**config.mk**
```make
export PLATFORM = sky130hd
export DESIGN_NAME = traffic_sensor_unit
export DESIGN_NICKNAME = d
export VERILOG_FILES = /design/src/rtl/traffic_pkg.sv /design/src/rtl/sensor_debounce.sv /design/src/rtl/traffic_sensor_unit.sv
export SDC_FILE = /design/constraint.sdc
export NUM_CORES = 1
export LEC_CHECK = 0
export CAP_MARGIN = 20
export CORE_AREA = 10 10 98 57
export DETAILED_ROUTE_END_ITERATION = 12
export DIE_AREA = 0 0 108 67
export PLACE_DENSITY = 0.76
export SLEW_MARGIN = 0
export SYNTH_ARGS = -nofsm -noshare
export SYNTH_HDL_FRONTEND = slang
export SYNTH_SLANG_ARGS = --single-unit
export TNS_END_PERCENT = 100
```
**constraint.sdc**
```tcl
create_clock -name clk -period 6.1 [get_ports clk]
set_input_delay 1.22 -clock clk [delete_from_list [all_inputs] [get_ports clk]]
set_output_delay 1.22 -clock clk [all_outputs]
set_load 0.03 [all_outputs]
```
**src/rtl/traffic_pkg.sv**
```systemverilog
// traffic_pkg: light codes, debounce state encoding and default sizing shared by
// the traffic sensor block and its detector filter.
package traffic_pkg;
    localparam logic [1:0] GREEN   = 2'b00;
    localparam logic [1:0] YELLOW  = 2'b01;
    localparam logic [1:0] RED     = 2'b10;
    localparam logic [1:0] ILLEGAL = 2'b11;
    localparam int DEB_DEF = 3;
    localparam int DEP_DEF = 4;
    localparam int QW_DEF  = 4;
    typedef enum logic [1:0] {S_IDLE, S_RISE, S_HIGH, S_FALL} deb_state_t;
endpackage

```
**src/rtl/sensor_debounce.sv**
```systemverilog
// sensor_debounce: four-state detector filter; rise_pulse fires combinationally on
// the edge that samples the DEB-th consecutive high so the arrival lands on that edge.
module sensor_debounce import traffic_pkg::*; #(
    parameter int DEB = DEB_DEF
) (
    input  logic clk,
    input  logic rst,
    input  logic raw,
    output logic level,
    output logic rise_pulse
);
    deb_state_t r_state;
    logic [3:0] r_cnt;
    logic       w_done;
    assign w_done     = r_cnt == 4'(DEB - 1);
    assign level      = r_state == S_HIGH || r_state == S_FALL;
    assign rise_pulse = !rst && r_state == S_RISE && raw && w_done;
    always_ff @(posedge clk) begin
        if (rst) begin
            r_state <= S_IDLE;
            r_cnt   <= '0;
        end else begin
            case (r_state)
                S_IDLE: if (raw) begin r_state <= S_RISE; r_cnt <= 4'd1; end
                S_RISE: if (!raw) begin r_state <= S_IDLE; r_cnt <= '0; end
                        else if (w_done) begin r_state <= S_HIGH; r_cnt <= '0; end
                        else r_cnt <= r_cnt + 4'd1;
                S_HIGH: if (!raw) begin r_state <= S_FALL; r_cnt <= 4'd1; end
                S_FALL: if (raw) begin r_state <= S_HIGH; r_cnt <= '0; end
                        else if (w_done) begin r_state <= S_IDLE; r_cnt <= '0; end
                        else r_cnt <= r_cnt + 4'd1;
            endcase
        end
    end
endmodule

```
**src/rtl/traffic_sensor_unit.sv**
```systemverilog
// traffic_sensor_unit: debounced vehicle queues per street with green-time departures,
// sticky overflow flags and a sticky light-safety conflict flag.
module traffic_sensor_unit import traffic_pkg::*; #(
    parameter int DEB = DEB_DEF,
    parameter int DEP = DEP_DEF,
    parameter int QW  = QW_DEF
) (
    input  logic          clk,
    input  logic          rst,
    input  logic          det_a,
    input  logic          det_b,
    input  logic [1:0]    la,
    input  logic [1:0]    lb,
    output logic          ta,
    output logic          tb,
    output logic [QW-1:0] queue_a,
    output logic [QW-1:0] queue_b,
    output logic [1:0]    ovf,
    output logic          conflict
);
    logic [1:0]          w_det, w_arr, w_level, w_ovf;
    logic [1:0][1:0]     w_light;
    logic [1:0][QW-1:0]  w_queue;
    logic                r_conflict;
    assign w_det   = {det_b, det_a};
    assign w_light = {lb, la};
    for (genvar s = 0; s < 2; s++) begin : g_st
        logic [QW-1:0] r_queue;
        logic [3:0]    r_timer;
        logic          r_ovf;
        logic          w_dep, w_full;
        sensor_debounce #(.DEB(DEB)) u_deb (
            .clk        (clk),
            .rst        (rst),
            .raw        (w_det[s]),
            .level      (w_level[s]),
            .rise_pulse (w_arr[s])
        );
        assign w_full = &r_queue;
        assign w_dep  = w_light[s] == GREEN && r_queue != '0 && r_timer == 4'(DEP - 1);
        // simultaneous arrival and departure cancel; the timer still restarts
        always_ff @(posedge clk) begin
            if (rst) begin
                r_queue <= '0;
                r_timer <= '0;
                r_ovf   <= 1'b0;
            end else begin
                r_timer <= (w_light[s] != GREEN || r_queue == '0 || w_dep) ? '0 : r_timer + 4'd1;
                r_queue <= (w_arr[s] && !w_dep && !w_full) ? r_queue + 1'b1 :
                           (w_dep && !w_arr[s]) ? r_queue - 1'b1 : r_queue;
                r_ovf   <= r_ovf | (w_arr[s] && !w_dep && w_full);
            end
        end
        assign w_queue[s] = r_queue;
        assign w_ovf[s]   = r_ovf;
    end
    always_ff @(posedge clk) begin
        if (rst) r_conflict <= 1'b0;
        else r_conflict <= r_conflict | (la != RED && lb != RED) | (la == ILLEGAL) | (lb == ILLEGAL);
    end
    assign queue_a  = w_queue[0];
    assign queue_b  = w_queue[1];
    assign ta       = queue_a != '0;
    assign tb       = queue_b != '0;
    assign ovf      = w_ovf;
    assign conflict = r_conflict;
endmodule

```
# Word-level counts from Yosys, hierarchy flattened
# Cells that the tools add are included.
# word_totals
reg_bits	31
inputBits	8
output_inout_bits	13
word_cells	126
# op_classes
n_addsub	8
n_eq_ne	22
mux	30
bitwise_logic	5
reduce_logical	50
# op_table
cell	n
4-bit 2-to-1 mux	14
4-bit case mux with 4 select lines	2
4-bit by 1-bit adder with 4-bit output, second input constant	6
2-bit 2-to-1 mux	12
1-bit logical AND	19
4-bit by 2-bit == test with 1-bit output, second input constant	4
2-bit case mux with 4 select lines	2
4-bit AND reduction	4
2-bit == test, second input constant	6
2-bit inequality test, second input constant	6
3-bit by 2-bit inequality test with 1-bit output, second input constant	4
2-bit logical NOT	4
4-bit logical NOT	2
2-bit nonzero test	4
4-bit nonzero test	2
4-bit by 1-bit subtractor with 4-bit output, second input constant	2
1-bit logical NOT	7
1-bit OR	5
2-bit by 1-bit == test with 1-bit output, second input constant	2
1-bit logical OR	4
2-bit AND reduction	2
2-bit OR reduction	2

# Logic depth before layout (Yosys ltp)
# Gate-level depths: netlist (run 1).
# depth
depth_word	8
mapped_depth	10
ltp_nobuf	10

# By module
# From an unflattened synthesis (run 1), not the netlist that was laid out.
# hier_totals
hier_cells	185
area_unflattened_um2	1801.7
# by_module_without_submodules
module	instances	cells_each	area_each_um2
traffic_sensor_unit	1	113	1088.5
sensor_debounce	2	36	356.6

# Least setup slack after synthesis (run 1)
# OpenSTA, ideal clock, no wires.
# synth_timing
path_type	input-to-reg
start	input port det_a
end	register g_st[0].r_queue[2], in the netlist queue_a[2]
arrival_time_ps	2776
setup_slack_ps	3203
cell_stages	7
path_buffers	0
cell_sequence	or2b_2 nor4_4 nand2_1 fa_1 xnor2_1 nor2_1 mux2_4
# synth_via
elab_chain_len	5
# synth_rtl
element	line	text
start: declaration	traffic_sensor_unit.sv:10	input logic det_a,
1-bit logical AND (*) (2 in series)	sensor_debounce.sv:17	assign rise_pulse = !rst && r_state == S_RISE && raw && w_done;
1-bit logical AND / 1-bit logical NOT (equally long branches)	traffic_sensor_unit.sv:49, traffic_sensor_unit.sv:50	
1-bit logical AND, on equally long branches	traffic_sensor_unit.sv:49, traffic_sensor_unit.sv:50	
4-bit 2-to-1 mux / 2-bit nonzero test (equally long branches)	-	
end signal: assignment	traffic_sensor_unit.sv:49	r_queue <= (w_arr[s] && !w_dep && !w_full) ? r_queue + 1'b1 :
end: declaration	traffic_sensor_unit.sv:28	logic [QW-1:0] r_queue;
# Every way passes the cells marked *; elsewhere a longest branch is shown, timed or not.
# A chain may end at the register's enable or synchronous reset.

# Final worst setup path (run 1)
# layout_timing
start	input port rst
end	register g_st[0].r_queue[3], in the netlist queue_a[3]
# layout_via
elab_chain_len	7
# layout_rtl
element	line	text
start: declaration	traffic_sensor_unit.sv:9	input logic rst,
1-bit logical NOT	sensor_debounce.sv:17	
1-bit logical AND (3 in series)	sensor_debounce.sv:17	
1-bit logical AND / 1-bit logical NOT (equally long branches)	traffic_sensor_unit.sv:49, traffic_sensor_unit.sv:50	
1-bit logical AND, on equally long branches	traffic_sensor_unit.sv:49, traffic_sensor_unit.sv:50	
4-bit 2-to-1 mux / 2-bit nonzero test (equally long branches)	-	
# Parallel ways exist; a longest one is shown, timed or not.

==> flow_summary.json, run 1 <==
{
  "cp_num_buf_inv": 1,
  "cp.arrival_ns": 3.73,
  "crit_slowest_cell": "clkdlybuf4s50_1",
  "cp-start-kind": "input port",
  "hold_buffers": 0,
  "antenna_found_initial": 0,
  "finalSetupViolations": 0,
  "syn-cell-area_um2": 1850,
  "min_to": "g_st[0].r_timer[0]",
  "core_um2": 3820,
  "cts_root_buf": "clkbuf_8",
  "final_area_um2": 2170,
  "ff2ff_setup_slack_ns": 3.62,
  "grt_max_degree": 21,
  "ios": 21,
  "fp.dieH_um": 67,
  "r2r_end": "queue_a[3]",
  "synth_area_per_cell_um2": 10.0,
  "clk_pin_slew_ns": 0.06,
  "p_leak_uw": 0.000854,
  "h-tree-depth": 2,
  "cts-buffers-inserted": 5,
  "setup_tns_ns": 0,
  "outcome": "finished clean",
  "startpoint": "rst",
  "ys_seq_area_frac": 0.335,
  "fin_hold_ws_ns": 0.452,
  "yosysTopAreaCellShare": 0.335,
  "drive_above_1_share": 0.164,
  "synth_area_leader_cell": "dfxtp_1",
  "grt_pass1_vias": 1395,
  "crit_family": "simple AND/OR/NAND/NOR gates",
  "hold_depth": 1,
  "gp_congestion": 0.757,
  "dieArea_um2": 7240,
  "fin_worst_skew_ns": 0.00438,
  "yosysMostFrequentCell": "dfxtp_1",
  "hold_path_startpoint": "g_st[0].r_timer[0]",
  "drcViolationCount": 0,
  "cts_setup_buffers": 0,
  "worstPathMaxFanout": 20,
  "fmax_mhz": 281,
  "fin_ws_ns": 2.54,
  "cp.required_ns": 6.26,
  "diodes": 0,
  "port_buffers": 20,
  "slew_headroom": 0.475,
  "async_flop_share": 0,
  "worst_pin_slew_ns": 0.785,
  "syn-num-nets": 205,
  "ant_nets": 0,
  "num_vias": 1427,
  "vias_per_cell": 5.47,
  "ys_types": 50,
  "initial_utilization": 0.485,
  "drv_cap": 0,
  "cts_tree": "yes",
  "cts_resized": 0,
  "num_rows": 16,
  "synthTopCellsByCount": "dfxtp_1, nor2_1, ha_1",
  "hold_viol": 0,
  "totalWireLength_um": 3590,
  "final-max-slew-violation-count": 0,
  "dr.pass1.iters": 4,
  "synth_edf_count": 0,
  "netlist_instances": 185,
  "die_w_um": 108,
  "dp_hpwl_um": 2690,
  "r2r-start": "g_st[0].u_deb.r_cnt[1]",
  "ys_warn_count": 0,
  "final_util": 0.568,
  "max_stage_delay_ns": 0.81,
  "period_share": 0.584,
  "power_density_nw_per_um2": 187,
  "ys.flop_type": "dfxtp_1",
  "layout.nets": 227,
  "drtIter0Drc": 118,
  "ys_top_cells_by_area": "dfxtp_1, ha_1, nor2_1, mux2_4, mux2i_4",
  "cp_cell_sequence": "clkdlybuf4s50_1, nor4_4, nand2_1, ha_1, a21o_1, a21oi_1, a211o_2, nand4_1",
  "placed_area_um2": 2080,
  "ys_seq_elements": 31,
  "min_path_type": "flop to flop",
  "area_delta_synth_final_pct": 17.2,
  "avgRoutedWirePerCell_um": 13.7,
  "peakVddDrop_mv": 0.0961,
  "cts_buffer_depth": 2,
  "min_period_ns": 3.56,
  "rsz0062_at_grt": "false",
  "pre_cts_ws_ns": 2.26,
  "grt_overflow": 0,
  "r2r_cells": 9,
  "clock_latency_ns": 0.28,
  "grt_usage": 0.108,
  "cts_sinks": 31,
  "critical_path_class": "input port to flop",
  "endpoint_kind": "flop",
  "grt_first_pass_wirelength_um": 6390
}
## placed cells by master, fill, tap and decap left out, types with 4 or more instances in the layout
cell type	netlist	layout
dfxtp_1	31	31
nor2_1	25	25
clkdlybuf4s50_1	0	20
ha_1	10	10
nand3_1	8	8
a21oi_1	7	7
nand2_1	6	6
clkbuf_8	1	6
nand2b_1	5	5
inv_1	4	4
xor2_1	4	4
mux2i_1	4	4
a211oi_1	4	4
xnor2_1	4	4
mux2_4	4	4
nor3_1	4	4
a21o_1	4	4
nand4_1	4	4
## power by group
| group | internal [µW] | total (µW) | switching, µW |
|---|---|---|---|
| clock network | 88.3 | 163 | 74.8 |
| registers | 206 | 211 | 4.78 |
| logic | 14.7 | 32.9 | 18.2 |
## worst max-delay path by stage
stage	endpoint	slack (ns)	depth (start not counted)
floorplan	queue_a[2]	3.20	7
global placement	queue_a[3]	2.36	8
detailed placement	queue_a[3]	2.26	8
CTS	queue_a[3]	2.57	8
global route	queue_a[3]	2.33	8
finish	queue_a[3]	2.54	8
## layout make-up
class | instances | area [µm²]
timing repair buffer | 21 | 208
sequential | 31 | 621
clock inverter | 1 | 5.00
inverter | 4 | 15.0
tap | 54 | 67.6
fill | 339 | 1650
multi-input combinational | 144 | 1170
clock buffer | 6 | 82.6
## state kept, by name, summed over array words and instances (netlist names), named ones only
| name | cells |
|---|---|
| g_st.r_ovf | 2 |
| queue_a | 4 |
| conflict | 1 |
| g_st.u_deb.r_state | 2 |
| g_st.r_timer | 8 |
| g_st.u_deb.r_cnt | 8 |
| queue_b | 4 |
## worst register-to-register path: stages (launching register included)
cell       delay [ns]
dfxtp_1          0.42
ha_1             0.22
nand4bb_2        0.20
nor4_4           0.41
nand2_1          0.19
ha_1             0.30
a21o_1           0.20
a21oi_1          0.21
a211o_2          0.14
nand4_1          0.07
## routing by layer
layer | up-vias | wire, µm | track usage
li1 | 721 | - | -
met1 | 677 | 1630 | 0.123
met2 | 22 | 1720 | 0.180
met3 | 7 | 160 | 0.0345
met4 | 0 | 72 | 0.0596
met5 | - | 0 | 0
## per-stage QoR
step | cells | power (µW)
after floorplan | 185 | 237
after global placement | 254 | 247
after detailed placement | 254 | 248
after CTS | 261 | 414
after global routing | 261 | 426
final | 261 | 407
## cell families (layout without fill, tap and decap cells)
| logic type | count (synthesis) | after routing | share of synthesized area |
|---|---|---|---|
| AOI/OAI and AO/OA | 31 | 31 | 0.123 |
| xor gates and xnor gates | 8 | 8 | 0.0378 |
| adders and majority gates | 12 | 12 | 0.0891 |
| buffers and inverters | 10 | 32 | 0.0317 |
| DFF | 31 | 31 | 0.335 |
| muxes | 10 | 10 | 0.0783 |
| and+or+nand+nor | 83 | 83 | 0.305 |
No activity file was read; power rests on OpenSTA's default activity.
==> run 2, diff against run 1 <==
==> constraint.sdc (replaced) <==
create_clock -name clk -period 3.3 [get_ports clk]
set_input_delay 0.66 -clock clk [delete_from_list [all_inputs] [get_ports clk]]
set_output_delay 0.66 -clock clk [all_outputs]
set_load 0.03 [all_outputs]
==> run 2 against run 1 <==
Die area unchanged; largest cell class unchanged; global-route usage down 0.27 points; non-clock buffer count up 1; clock power up 75%; critical path type unchanged; utilization about the same; critical endpoint unchanged; sequential share of layout area about the same; routed wire length down 4.3%; via count down 1.9%; clock skew down 0.0011 ns; first-iteration DRC count down 69%.
==> flow_summary.json, run 2 (same netlist as run 1, synthesis figures left out) <==
{
  "outcome": "finished clean",
  "rsz0062_at_grt": "false",
  "totalWireLength_um": 3430,
  "hold_path_startpoint": "g_st[1].r_timer[0]",
  "grt_pass1_vias": 1380,
  "hold_buffers": 0,
  "diodes": 0,
  "cts_sinks": 31,
  "cts_setup_buffers": 0,
  "drive_above_1_share": 0.163,
  "fin_worst_skew_ns": 0.00329,
  "vias_per_cell": 5.32,
  "dr.pass1.iters": 5,
  "min_to": "g_st[1].r_timer[0]",
  "drtIter0Drc": 37,
  "cp_num_buf_inv": 1,
  "dieArea_um2": 7240,
  "clock_latency_ns": 0.28,
  "worstPathMaxFanout": 4,
  "cp_cell_sequence": "clkdlybuf4s50_1, or2b_2, nor4_4, nand2_1, ha_1, a21o_1, a21oi_1, a211o_2, nand4_1",
  "peakVddDrop_mv": 0.142,
  "largestRegisters": "g_st.r_timer (8), g_st.u_deb.r_cnt (8)",
  "cts-buffers-inserted": 5,
  "cts_tree": "yes",
  "hold_viol": 0,
  "port_buffers": 20,
  "cts_resized": 0,
  "r2r_end": "queue_b[3]",
  "critical_path_class": "input port to flop",
  "ff2ff_setup_slack_ns": 0.90,
  "slew_headroom": 0.715,
  "die_w_um": 108,
  "avgRoutedWirePerCell_um": 13.1,
  "fp.dieH_um": 67,
  "grt_usage": 0.106,
  "period_share": 0.818,
  "hold_depth": 1,
  "finalSetupViolations": 0,
  "cp-start-kind": "input port",
  "r2r-start": "g_st[1].u_deb.r_cnt[0]",
  "antenna_found_initial": 0,
  "dp_hpwl_um": 2610,
  "fmax_mhz": 371,
  "crit_family": "simple AND/OR/NAND/NOR gates",
  "cp.arrival_ns": 2.87,
  "num_vias": 1400,
  "cp.required_ns": 3.47,
  "worst_pin_slew_ns": 0.426,
  "layout.nets": 228,
  "p_sw_frac": 0.243,
  "finalPower_uw": 736,
  "grt_first_pass_wirelength_um": 6210,
  "clk_pin_slew_ns": 0.06,
  "p_leak_uw": 0.000854,
  "initial_utilization": 0.485,
  "cts_root_buf": "clkbuf_8",
  "p_int_uw": 557,
  "cts_buffer_depth": 2,
  "core_um2": 3820,
  "endpoint_kind": "flop",
  "r2r_cells": 10,
  "power_frac_clock": 0.387,
  "p_sw_uw": 179,
  "num_rows": 16,
  "area_delta_synth_final_pct": 17.3,
  "power_density_nw_per_um2": 338,
  "min_path_type": "flop to flop",
  "ant_nets": 0,
  "drv_cap": 0,
  "gp_congestion": 0.761,
  "grt_overflow": 0,
  "h-tree-depth": 2,
  "place_inst": 255,
  "final_common_cell": "dfxtp_1",
  "grt_max_degree": 25,
  "fin_cells": 263,
  "drcViolationCount": 0,
  "final-max-slew-violation-count": 0,
  "min_period_ns": 2.70,
  "final_cell_mix": "dfxtp_1, nor2_1, clkdlybuf4s50_1",
  "power_frac_comb": 0.083,
  "crit_slowest_cell": "clkdlybuf4s50_1",
  "max_stage_delay_ns": 0.50,
  "setup_tns_ns": 0,
  "seqPwrFrac": 0.530,
  "ios": 21,
  "cp.depth": 9
}
run 2: cell types whose count changed in the layout (fill, tap and decap cells not counted), sizes merged:
cell | previous run | this run
buf | 1 | 2
clkbuf | 6 | 7
run 2: how the worst max path moves through the flow:
stage,slack (ns),startpoint,endpoint
final,0.60,det_a,queue_a[3]
after global routing,0.40,det_a,queue_a[3]
after CTS,0.61,det_a,queue_a[3]
after detailed placement,0.31,det_a,queue_a[3]
after global placement,0.37,det_a,queue_a[2]
after floorplan,0.96,det_a,queue_a[2]
run 2: area by class of cell:
type / instances / area [µm²]
repair buffers: 22 / 215
well taps: 54 / 67.6
flip-flops and latches: 31 / 621
clock inverters: 1 / 5.00
inverters: 4 / 15.0
multi-input cells: 144 / 1170
fillers: 347 / 1650
clock buffers: 7 / 76.3
run 2: power groups by stage:
| stage | combinational, µW | sequential, µW | clock (µW) |
|---|---|---|---|
| after floorplan | 39.6 | 399 | 0 |
| after detailed placement | 61.1 | 398 | 0 |
| after CTS | 61.5 | 390 | 298 |
| after global placement | 59.5 | 398 | 0 |
| final | 60.8 | 390 | 285 |
| after global routing | 68.3 | 391 | 309 |
run 2: per-stage QoR:
| step | area [µm²] | setup WS, ns | hold WS [ns] | util |
|---|---|---|---|---|
| 6_report | 2170 | 0.602 | 0.447 | 0.568 |
| 3_3_place_gp | 2090 | 0.370 | 0.429 | 0.547 |
| 4_1_cts | 2170 | 0.611 | 0.449 | 0.568 |
| 3_5_place_dp | 2090 | 0.305 | 0.437 | 0.547 |
| 2_1_floorplan | 1850 | 0.963 | 0.418 | - |
| 5_1_grt | 2170 | 0.399 | 0.458 | 0.568 |
run 2: worst register-to-register path, cell delays in order, from the launching register on:
cell and delay, ns:
dfxtp_1 0.35, inv_1 0.10, ha_1 0.23, nand4bb_4 0.16
nor4_4 0.36, nand2_1 0.18, ha_1 0.30, a21o_1 0.20
a211oi_1 0.24, o21ai_0 0.12, nand4_1 0.10
run 2: per-layer routing:
metal  track usage  part of all wire  up-vias
li1              -                 -      727
met1         0.116              0.44      645
met4        0.0596             0.023        0
met5             0                 0        -
met3        0.0298             0.043        7
met2         0.183              0.49       21
